**src/rtl/kf8088_bus_pkg.sv**
```systemverilog
// kf8088_bus_pkg
// Shared definitions for the KF8088 bus cycle generator:
//   - bus_state_t : bus cycle state machine encoding (IDLE, T1, T2, T3, TW, T4)
//   - S2:S0 status codes presented to the 8288 bus controller
//   - is_read / is_write classification of status codes
//   - sat_inc8 : saturating 8-bit increment used by the wait counter
package kf8088_bus_pkg;

    typedef enum logic [2:0] {
        ST_IDLE = 3'd0,
        ST_T1   = 3'd1,
        ST_T2   = 3'd2,
        ST_T3   = 3'd3,
        ST_TW   = 3'd4,
        ST_T4   = 3'd5
    } bus_state_t;

    localparam logic [2:0] INTA    = 3'b000;
    localparam logic [2:0] IORC    = 3'b001;
    localparam logic [2:0] IOWC    = 3'b010;
    localparam logic [2:0] HALT    = 3'b011;
    localparam logic [2:0] MRDC0   = 3'b100;
    localparam logic [2:0] MRDC1   = 3'b101;
    localparam logic [2:0] MWTC    = 3'b110;
    localparam logic [2:0] PASSIVE = 3'b111;

    // Cycles that sample AD7:AD0 at the end of the data phase.
    function automatic logic is_read(input logic [2:0] code);
        return (code == INTA) || (code == IORC) || (code == MRDC0) || (code == MRDC1);
    endfunction

    // Cycles that drive write data onto AD7:AD0 after T1.
    function automatic logic is_write(input logic [2:0] code);
        return (code == IOWC) || (code == MWTC);
    endfunction

    function automatic logic [7:0] sat_inc8(input logic [7:0] v);
        return (v == 8'hFF) ? v : v + 8'd1;
    endfunction

endpackage

```
**src/rtl/kf8088_bus_cycle_generator_ready_sync.sv**
```systemverilog
// kf8088_ready_sync
// Two-flop synchronizer bringing the asynchronous bus READY into the clock
// domain. Both flops clear to 0 on reset, so a freshly reset bus sees
// "not ready" until READY has been sampled twice.
// Ports:
//   clock   : system clock
//   reset   : asynchronous, active-high reset
//   async_i : asynchronous input (bus READY)
//   sync_o  : synchronized output (ready_s)
module kf8088_ready_sync (
    input  logic clock,
    input  logic reset,
    input  logic async_i,
    output logic sync_o
);

    logic meta_q;
    logic sync_q;

    always_ff @(posedge clock or posedge reset) begin
        if (reset) begin
            meta_q <= 1'b0;
            sync_q <= 1'b0;
        end else begin
            meta_q <= async_i;
            sync_q <= meta_q;
        end
    end

    assign sync_o = sync_q;

endmodule

```
**src/rtl/kf8088_bus_cycle_generator.sv**
```systemverilog
// kf8088_bus_cycle_generator
// Runs one 8088 bus cycle (T1..T4 with optional TW wait states) per accepted
// request and drives S2:S0, A19:A8 and the multiplexed AD7:AD0 bus.
// Parameter:
//   WAIT_TIMEOUT     : maximum TW cycles before the cycle is aborted (1..255)
// Ports:
//   clock, reset                : system clock / async active-high reset
//   cycle_request               : requester asks for one bus cycle
//   cycle_type                  : S2:S0 code of the requested cycle
//   cycle_address               : 20-bit cycle address
//   cycle_write_data            : write data
//   cycle_accept                : pulse, request captured this cycle
//   cycle_done, cycle_error     : completion pulse, timeout flag
//   cycle_read_data             : captured read data
//   ready                       : asynchronous bus READY
//   processor_status            : S2:S0 to the 8288
//   address_high                : A19:A8
//   address_data_out/_oe/_in    : AD7:AD0 drive value, enable, sampled value
module kf8088_bus_cycle_generator
    import kf8088_bus_pkg::*;
#(
    parameter int WAIT_TIMEOUT = 16
) (
    input  logic        clock,
    input  logic        reset,
    input  logic        cycle_request,
    input  logic [2:0]  cycle_type,
    input  logic [19:0] cycle_address,
    input  logic [7:0]  cycle_write_data,
    output logic        cycle_accept,
    output logic        cycle_done,
    output logic        cycle_error,
    output logic [7:0]  cycle_read_data,
    input  logic        ready,
    output logic [2:0]  processor_status,
    output logic [11:0] address_high,
    output logic [7:0]  address_data_out,
    output logic        address_data_oe,
    input  logic [7:0]  address_data_in
);

    localparam logic [7:0] WAIT_LIMIT = 8'(WAIT_TIMEOUT);

    bus_state_t  state_q, state_d;
    logic [2:0]  type_q, type_d;
    logic [19:0] addr_q, addr_d;
    logic [7:0]  wdata_q, wdata_d;
    logic [7:0]  rdata_q, rdata_d;
    logic [7:0]  wait_cnt_q, wait_cnt_d;
    logic        timeout_q, timeout_d;
    logic        pdone_q, pdone_d;
    logic        accept_c;
    logic        ready_s;

    kf8088_ready_sync u_ready_sync (
        .clock   (clock),
        .reset   (reset),
        .async_i (ready),
        .sync_o  (ready_s)
    );

    always_ff @(posedge clock or posedge reset) begin
        if (reset) begin
            state_q    <= ST_IDLE;
            type_q     <= PASSIVE;
            addr_q     <= '0;
            wdata_q    <= '0;
            rdata_q    <= '0;
            wait_cnt_q <= '0;
            timeout_q  <= 1'b0;
            pdone_q    <= 1'b0;
        end else begin
            state_q    <= state_d;
            type_q     <= type_d;
            addr_q     <= addr_d;
            wdata_q    <= wdata_d;
            rdata_q    <= rdata_d;
            wait_cnt_q <= wait_cnt_d;
            timeout_q  <= timeout_d;
            pdone_q    <= pdone_d;
        end
    end

    always_comb begin
        state_d    = state_q;
        type_d     = type_q;
        addr_d     = addr_q;
        wdata_d    = wdata_q;
        rdata_d    = rdata_q;
        wait_cnt_d = wait_cnt_q;
        timeout_d  = timeout_q;
        pdone_d    = 1'b0;
        accept_c   = 1'b0;

        unique case (state_q)
            ST_IDLE, ST_T4: begin
                state_d = ST_IDLE;
                if (cycle_request) begin
                    accept_c = 1'b1;
                    type_d   = cycle_type;
                    addr_d   = cycle_address;
                    wdata_d  = cycle_write_data;
                    // A passive request completes without touching the bus.
                    if (cycle_type == PASSIVE) begin
                        pdone_d = 1'b1;
                    end else begin
                        state_d = ST_T1;
                    end
                end
            end
            ST_T1: begin
                timeout_d = 1'b0;
                state_d   = (type_q == HALT) ? ST_T4 : ST_T2;
            end
            ST_T2: begin
                wait_cnt_d = '0;
                state_d    = ST_T3;
            end
            ST_T3, ST_TW: begin
                if (ready_s) begin
                    state_d = ST_T4;
                    if (is_read(type_q)) begin
                        rdata_d = address_data_in;
                    end
                end else if ((state_q == ST_TW) && (wait_cnt_q >= WAIT_LIMIT)) begin
                    // Abort: read data is left untouched.
                    state_d   = ST_T4;
                    timeout_d = 1'b1;
                end else begin
                    state_d    = ST_TW;
                    wait_cnt_d = sat_inc8(wait_cnt_q);
                end
            end
            default: begin
                state_d = ST_IDLE;
            end
        endcase
    end

    always_comb begin
        processor_status = PASSIVE;
        address_high     = '0;
        address_data_out = '0;
        address_data_oe  = 1'b0;

        unique case (state_q)
            ST_T1: begin
                processor_status = type_q;
                address_high     = addr_q[19:8];
                address_data_out = addr_q[7:0];
                address_data_oe  = 1'b1;
            end
            ST_T2, ST_T3, ST_TW, ST_T4: begin
                // T4 is passive on S2:S0 so the next T1 produces a fresh ALE edge.
                processor_status = (state_q == ST_T4) ? PASSIVE : type_q;
                address_high     = addr_q[19:8];
                if (is_write(type_q)) begin
                    address_data_out = wdata_q;
                    address_data_oe  = 1'b1;
                end
            end
            default: begin
                processor_status = PASSIVE;
            end
        endcase
    end

    // Accept is combinational on the request; masked while reset is held.
    assign cycle_accept    = accept_c & ~reset;
    assign cycle_done      = (state_q == ST_T4) | pdone_q;
    assign cycle_error     = (state_q == ST_T4) & timeout_q;
    assign cycle_read_data = rdata_q;

endmodule

```
**config.mk**
```make
export PLATFORM = sky130hd
export DESIGN_NAME = kf8088_bus_cycle_generator
export DESIGN_NICKNAME = d
export VERILOG_FILES = /design/src/rtl/kf8088_bus_pkg.sv /design/src/rtl/kf8088_bus_cycle_generator_ready_sync.sv /design/src/rtl/kf8088_bus_cycle_generator.sv
export SDC_FILE = /design/constraint.sdc
export NUM_CORES = 1
export LEC_CHECK = 0
export CORE_MARGIN = 2
export CORE_UTILIZATION = 46
export DETAILED_ROUTE_END_ITERATION = 7
export PLACE_DENSITY = 0.8
export SKIP_LAST_GASP = 1
export SYNTH_ARGS = -nofsm -noshare
export SYNTH_HDL_FRONTEND = slang
export SYNTH_SLANG_ARGS = --single-unit
```
**constraint.sdc**
```tcl
create_clock -name clock -period 2.65 [get_ports clock]
set_input_delay 0.265 -clock clock [delete_from_list [all_inputs] [get_ports clock]]
set_output_delay 0.265 -clock clock [all_outputs]
set_load 0.02 [all_outputs]
```
==> metrics list, run 1 <==
- Buffers placed on the I/O ports in this run total 77.
- Reg2reg end: wait_cnt_q[6]
* Vias in the first global route: 1932
- In this run the number of H-tree levels came out at 2.
- Clock period minus worst slack: 2460 ps
* Type of the setup path with the least slack: reg2out
- For this run, the number of Yosys warnings is 0.
- Number of flip-flops and latches in the synthesized netlist: 54
- After the first detailed-routing iteration, the DRC count stood at 83.
- Number of buffers added to fix hold violations after cts: 0
- The startpoint identified for the worst hold timing path is u_ready_sync.meta_q.
- Synthesis produced 208 cells.
- Inserted Clock Buffers: 5
- The count of nets left with antenna violations once routing finished came out at 0.
* Max Freq: 0.407 GHz
- Global-route wire length before repair: 8980 um
* Critical R2R Launch: wait_cnt_q[0]
* Max-cap violation count: 0
- Io pins: 78
- Area of the mapped netlist: 0.00252 mm^2
* Final weighted congestion of routability-driven global placement: 0.836
- Maximum root-to-sink buffer count: 2
- Nets: 331
- Maximum number of pins on one net before global-route repair: 55
* Average cell area after synthesis: 12.1 um^2
- Post-Syn Nets: 253
* DRC: 0
* Area growth, synth to finish: 37.8%
- Power density normalized to cell area: 1170 mW/mm^2
* Final WS setup: 194 ps
- Including well taps, the total number of placed cells is 349.
* Layout cells sized above 1: 23.7%
- Across all register-to-register paths, the minimum setup slack is 520 ps.
* Final Hold Fails: 0
- Remaining global-route overflow: 0
- Number of clock sinks: 54
* Setup repair after global routing missed its margin: false
- Vias per std cell: 5.28
- Antenna diode count: 0
- For this configuration, the core starts out at a cell density of 48.5%.
- Die width: 78.1 um
- Clock insertion delay at the later pin of the skew report: 300 ps
- Prior to clock tree synthesis, the placed netlist has a worst setup slack of 225 ps.
- Type of element launching the critical path: register
- The path with the worst hold slack has its endpoint at u_ready_sync.sync_o.
- Final-report setup violation count: 0
- After legalization and detailed placement, the total HPWL measured 3890 um.
- The worst register-to-register path has a depth of 6.
- At the worst endpoint, the required time is 2380 ps.
- Across the VDD grid, the largest voltage drop is 669 uV.
* First-pass DRT Iterations: 6
- Run status: finished clean
- TritonCTS built the clock tree.
- Number of cells in the finished layout apart from fillers: 357
- Top fanout value on the critical path: 10
- At the pin with the least slew margin, the transition time is 666 ps.
- The netlist uses 36 different library cells.
* Worst hold stages: 0
- Endpoint kind of the worst setup timing path: output port
* Std cell rows: 26
- Buffers added to address setup during post-CTS repair amount to 0.
- Via count: 1886
- Routed wire length: 5380 um
- Post-CTS clock slew at the launch and capture registers of the worst setup and hold paths: 90 ps
- The share of the Yosys chip area taken by registers is 53.7%.
- In this run the static leakage power is 1.44 nW.
* Core footprint: 0.00520 mm^2
- In this run the tightest slew margin relative to its limit is 55.6%.
- The final critical path takes up 92.7% of the cycle.
* CTS root buffer: clkbuf_8
- Aggregate negative setup slack: 0 ps
- Die Outline Area: 0.00609 mm^2
* Type of the worst min-delay path: reg2reg
* Final Max Tran Viols: 0
- Global-route total usage across every layer: 18.4%
- Endpoint arrival time on the critical path: 2190 ps
- Antenna violations before repair: 0
- Routed length per instance: 15.1 um
- Hold timing on the final database bottoms out at a slack of 363 ps.
- Height of the die: 78.1 um
- Clock Skew: 5.84 ps
-- synthesized netlist by cell type (all sizes together) --
| cell | number | area share [%] |
|---|---|---|
| a21o | 1 | 0.30 |
| a21oi | 7 | 1.5 |
| a22o | 8 | 2.8 |
| a31oi | 2 | 0.50 |
| and2 | 13 | 3.2 |
| and2b | 2 | 0.64 |
| and3 | 3 | 0.74 |
| buf | 5 | 1.6 |
| clkbuf | 6 | 0.89 |
| dfrtp | 51 | 51 |
| dfstp | 3 | 3.1 |
| ha | 2 | 0.99 |
| inv | 6 | 0.89 |
| mux2 | 39 | 17 |
| nand2 | 4 | 0.59 |
| nand2b | 4 | 0.99 |
| nand3 | 5 | 0.99 |
| nor2 | 8 | 1.2 |
| nor2b | 2 | 0.50 |
| nor3 | 1 | 0.20 |
| nor3b | 3 | 1.5 |
| nor4b | 1 | 0.35 |
| o21a | 2 | 0.59 |
| o21ai | 9 | 1.8 |
| o31ai | 10 | 3.0 |
| o32ai | 1 | 0.35 |
| o41ai | 2 | 0.69 |
| or2 | 2 | 0.50 |
| or3 | 4 | 0.99 |
| or4 | 1 | 0.30 |
| xor2 | 1 | 0.35 |
-- stage by stage --
step / utilization (%) / total power, mW / instance area, um^2
5_1_grt: 66.8 / 4.31 / 3480
2_1_floorplan: - / 2.74 / 2520
6_report: 66.8 / 4.05 / 3480
3_5_place_dp: 64.6 / 3.57 / 3360
3_3_place_gp: 64.6 / 3.50 / 3360
4_1_cts: 66.7 / 4.08 / 3470
-- placed cells by master (no fill, tap or decap), types with 7 or more instances in the layout --
master / Yosys / routed
a22o_1: 8 / 8
o21ai_0: 8 / 8
clkbuf_8: 0 / 7
and2_1: 13 / 13
mux2_2: 39 / 39
nor2_1: 8 / 8
dfrtp_1: 51 / 48
o31ai_1: 10 / 10
clkdlybuf4s50_1: 0 / 77
-- how the worst max path moves through the flow --
stage / end / slack, ps / cells past startpoint / startpoint
after floorplan: cycle_accept / 610 / 2 / reset
after global placement: address_high[8] / 380 / 4 / state_q[1]
after detailed placement: address_high[10] / 230 / 4 / state_q[1]
after CTS: address_data_out[6] / 30 / 5 / state_q[0]
after global routing: address_data_out[5] / 90 / 5 / state_q[1]
final: address_data_out[5] / 190 / 5 / state_q[0]
-- metal layers --
layer,part of all wire (%),wire [um],global-route usage (%)
met1,43,2340,23.7
met2,49,2630,30.4
met4,2.2,119,7.02
met5,0,0,0
met3,5.4,292,4.37
-- layout make-up --
class                           count  area [um^2]
Fill cell                         428         1730
Clock inverter                      1         8.76
Tap cell                           70         87.6
Clock buffer                        7         96.3
Timing Repair Buffer               82          808
Inverter                            6         22.5
Multi-Input combinational cell    137         1100
Sequential cell                    54         1360
-- worst max-delay path: stages, from the launching register on --
cell and delay, ps:
dfrtp_2 470, nor2b_2 280, nor2b_1 170, buf_4 190, a22o_1 160, clkdlybuf4s50_1 620
-- power by group --
group | total, mW | internal [mW] | switching [mW]
Combinational | 2.14 | 1.13 | 1.01
Sequential | 1.42 | 1.18 | 0.232
Clock | 0.500 | 0.240 | 0.260
-- cell families (layout without fill, tap and decap cells) --
logic type,count (synthesis),after routing,share of synthesized area (%)
xor+xnor,1,1,0.347
flops,54,54,53.7
fa+ha+maj,2,2,0.991
compound gates,42,42,11.5
simple gates,53,53,12.7
buf+inv,17,96,3.37
mux,39,39,17.4
-- state kept, by name, summed over array words and instances (netlist names), 3 cells and up --
register / cells
type_q: 3
wait_cnt_q: 8
state_q: 3
addr_q: 20
wdata_q: 8
cycle_read_data: 8
-- timing repair --
| action | in CTS | in global routing |
|---|---|---|
| setup endpoints to repair | 12 | 11 |
| gates cloned | 0 | 0 |
| gates resized for setup | 1 | 4 |
Power figures use the tool's default switching activity.
==> inputs of run 2 (changes only) <==
--- a/config.mk
+++ b/config.mk
@@ -9,6 +9,7 @@
 export CORE_UTILIZATION = 46
 export DETAILED_ROUTE_END_ITERATION = 7
 export PLACE_DENSITY = 0.8
+export SETUP_SLACK_MARGIN = 0.2
 export SKIP_LAST_GASP = 1
 export SYNTH_ARGS = -nofsm -noshare
 export SYNTH_HDL_FRONTEND = slang
==> metrics list, run 2 (synthesis results as in run 1) <==
- Effective utilization at floorplan: 48.5%
- Setup repair after global routing missed its margin: true
* HPWL reported at the end of detailed placement: 3890 um
* Slowest cell on the critical path: clkdlybuf4s50_1
* Std cell rows: 26
- Share of the clock period used by the worst path: 90.1%
- Clock-pin slew was measured on the worst setup and hold paths at 90 ps.
- The count of nets left with antenna violations once routing finished came out at 0.
- Summed over all failing endpoints, the final setup total negative slack is 0 ps.
- Core footprint: 0.00520 mm^2
* Die Outline Area: 0.00609 mm^2
* Remaining global-route overflow: 0
* Leading cell type in the layout, fill and taps excluded: clkdlybuf4s50_1
- In this run the tightest slew margin relative to its limit is 55.6%.
* Final Max Tran Viols: 0
* Antenna diode count: 0
- The worst path needs 2390 ps of the cycle, external delays included.
* Layout cells sized above 1: 24.6%
* Actual transition at the worst max-transition pin: 665 ps
- Input and output buffers added on the ports amount to 77.
* Final-report setup violation count: 0
- Final weighted congestion of routability-driven global placement: 0.836
- Dividing the detail-routed wire length by the instance count gives 15.1 um.
* Area growth, synth to finish: 39.6%
- Vias per std cell: 5.26
- The later pin in the worst-skew pair is clocked with a latency of 300 ps.
- The final layout contains routed wiring with a total length of 5420 um.
- Detailed routing inserted a total of 1890 vias.
- Required time of the critical path: 2380 ps
- The first global-routing pass estimated 8980 um of wire.
* CTS root buffer: clkbuf_8
- Register with the highest flop count: addr_q
- In the routed design, unresolved DRC markers number 0.
* Maximum ir drop on the vdd rail: 671 uV
- The register with the most flip-flops in the layout has 20 of them.
* Maximum number of pins on one net before global-route repair: 55
- Data on the critical path arrives at its endpoint at 2120 ps.
* Max-cap violation count: 0
* Die width: 78.1 um
- Summed over all cells, the static leakage comes to 1.59 nW.
* Nets: 333
- The initial antenna violation count was 0.
* Minimum setup slack among reg-to-reg paths: 520 ps
- CTS built an H-tree with a depth of 2.
- Final Core Density: 67.7%
* Power density normalized to cell area: 1160 mW/mm^2
* Number of buffers added to fix hold violations after cts: 0
* Cell-by-cell listing of the critical path: nor2b_4, nor2b_1, buf_4, or2_2, clkdlybuf4s50_1
* Io pins: 78
- Vias in the first global route: 1936
* Clock Skew: 5.73 ps
- Counting along the longest clock path gives a buffer depth of 2.
- First-pass DRT Iterations: 4
- Across all hold checks on the routed design, the worst slack comes to 363 ps.
- The critical path is of the reg2out type.
* Endpoint kind of the worst setup timing path: output port
- TritonCTS clock tree: built
- TritonCTS created 5 clock buffers.
- Number of clock sinks: 54
* Top fanout value on the critical path: 10
* Global-route total usage across every layer: 18.5%
- Max Freq: 0.419 GHz
* Final Hold Fails: 0
- The flow ran to the end, and the final reports show no timing, DRC or antenna violations.
- Type of the worst min-delay path: reg2reg
* Height of the die: 78.1 um
- On the worst path, the slowest cell contributes a delay of 540 ps.
- STA classifies the critical path startpoint as a register.
* Commonest cells after routing, fill and taps aside: clkdlybuf4s50_1 (69), dfrtp_1 (48), mux2_2 (39)
* Violation count after the first detailed-route iteration: 104
-- run 2: final timing paths --
check | startpoint | endpoint | depth (start not counted)
setup / recovery | state_q[0] | address_data_oe | 5
hold reg to reg | u_ready_sync.meta_q | u_ready_sync.sync_o | 0
hold / removal | u_ready_sync.meta_q | u_ready_sync.sync_o | 0
setup reg to reg | wait_cnt_q[0] | wait_cnt_q[6] | 6
min in group asynchronous | reset | cycle_read_data[6] | 3
max in group asynchronous | reset | state_q[1] | 3
-- run 2: critical path, delay by kind of cell, from the launching register on --
| kind | cells | cell delay (ps) |
|---|---|---|
| simple gates | 3 | 610 |
| buf+inv | 2 | 720 |
| flops | 1 | 490 |
-- run 2: what timing repair did --
| item | CTS | global route |
|---|---|---|
| resized for setup | 5 | 10 |
| endpoints found under the setup margin | 21 | 21 |
| buffers inserted | 0 | 2 |
-- run 2: routing by layer --
layer | up-vias | global-route usage (%) | wire length [um]
li1 | 908 | - | -
met1 | 910 | 23.8 | 2340
met2 | 59 | 30.4 | 2660
met3 | 13 | 4.37 | 293
met4 | 0 | 7.02 | 119
met5 | - | 0 | 0
-- run 2: power by group --
part / internal (mW) / total [mW] / switching (mW) / leakage, nW
clock network: 0.240 / 0.499 / 0.260 / 0.0544
logic: 1.14 / 2.15 / 1.01 / 0.879
registers: 1.18 / 1.42 / 0.235 / 0.655
total: 2.56 / 4.07 / 1.51 / 1.59
-- run 2: cell type report --
type / instances / area, um^2
Clock buffer: 7 / 96.3
Clock inverter: 1 / 8.76
Fill cell: 421 / 1680
Inverter: 6 / 22.5
Multi-Input combinational cell: 137 / 1110
Sequential cell: 54 / 1360
Tap cell: 70 / 87.6
Timing Repair Buffer: 84 / 843
-- run 2: through the flow --
stage / cell area [um^2] / std cells / total power, mW / setup slack [ps]
3_3_place_gp: 3360 / 349 / 3.50 / 384
4_1_cts: 3480 / 357 / 4.08 / 202
3_5_place_dp: 3360 / 349 / 3.57 / 225
5_1_grt: 3520 / 359 / 4.33 / 191
2_1_floorplan: 2520 / 208 / 2.74 / 609
6_report: 3520 / 359 / 4.07 / 263
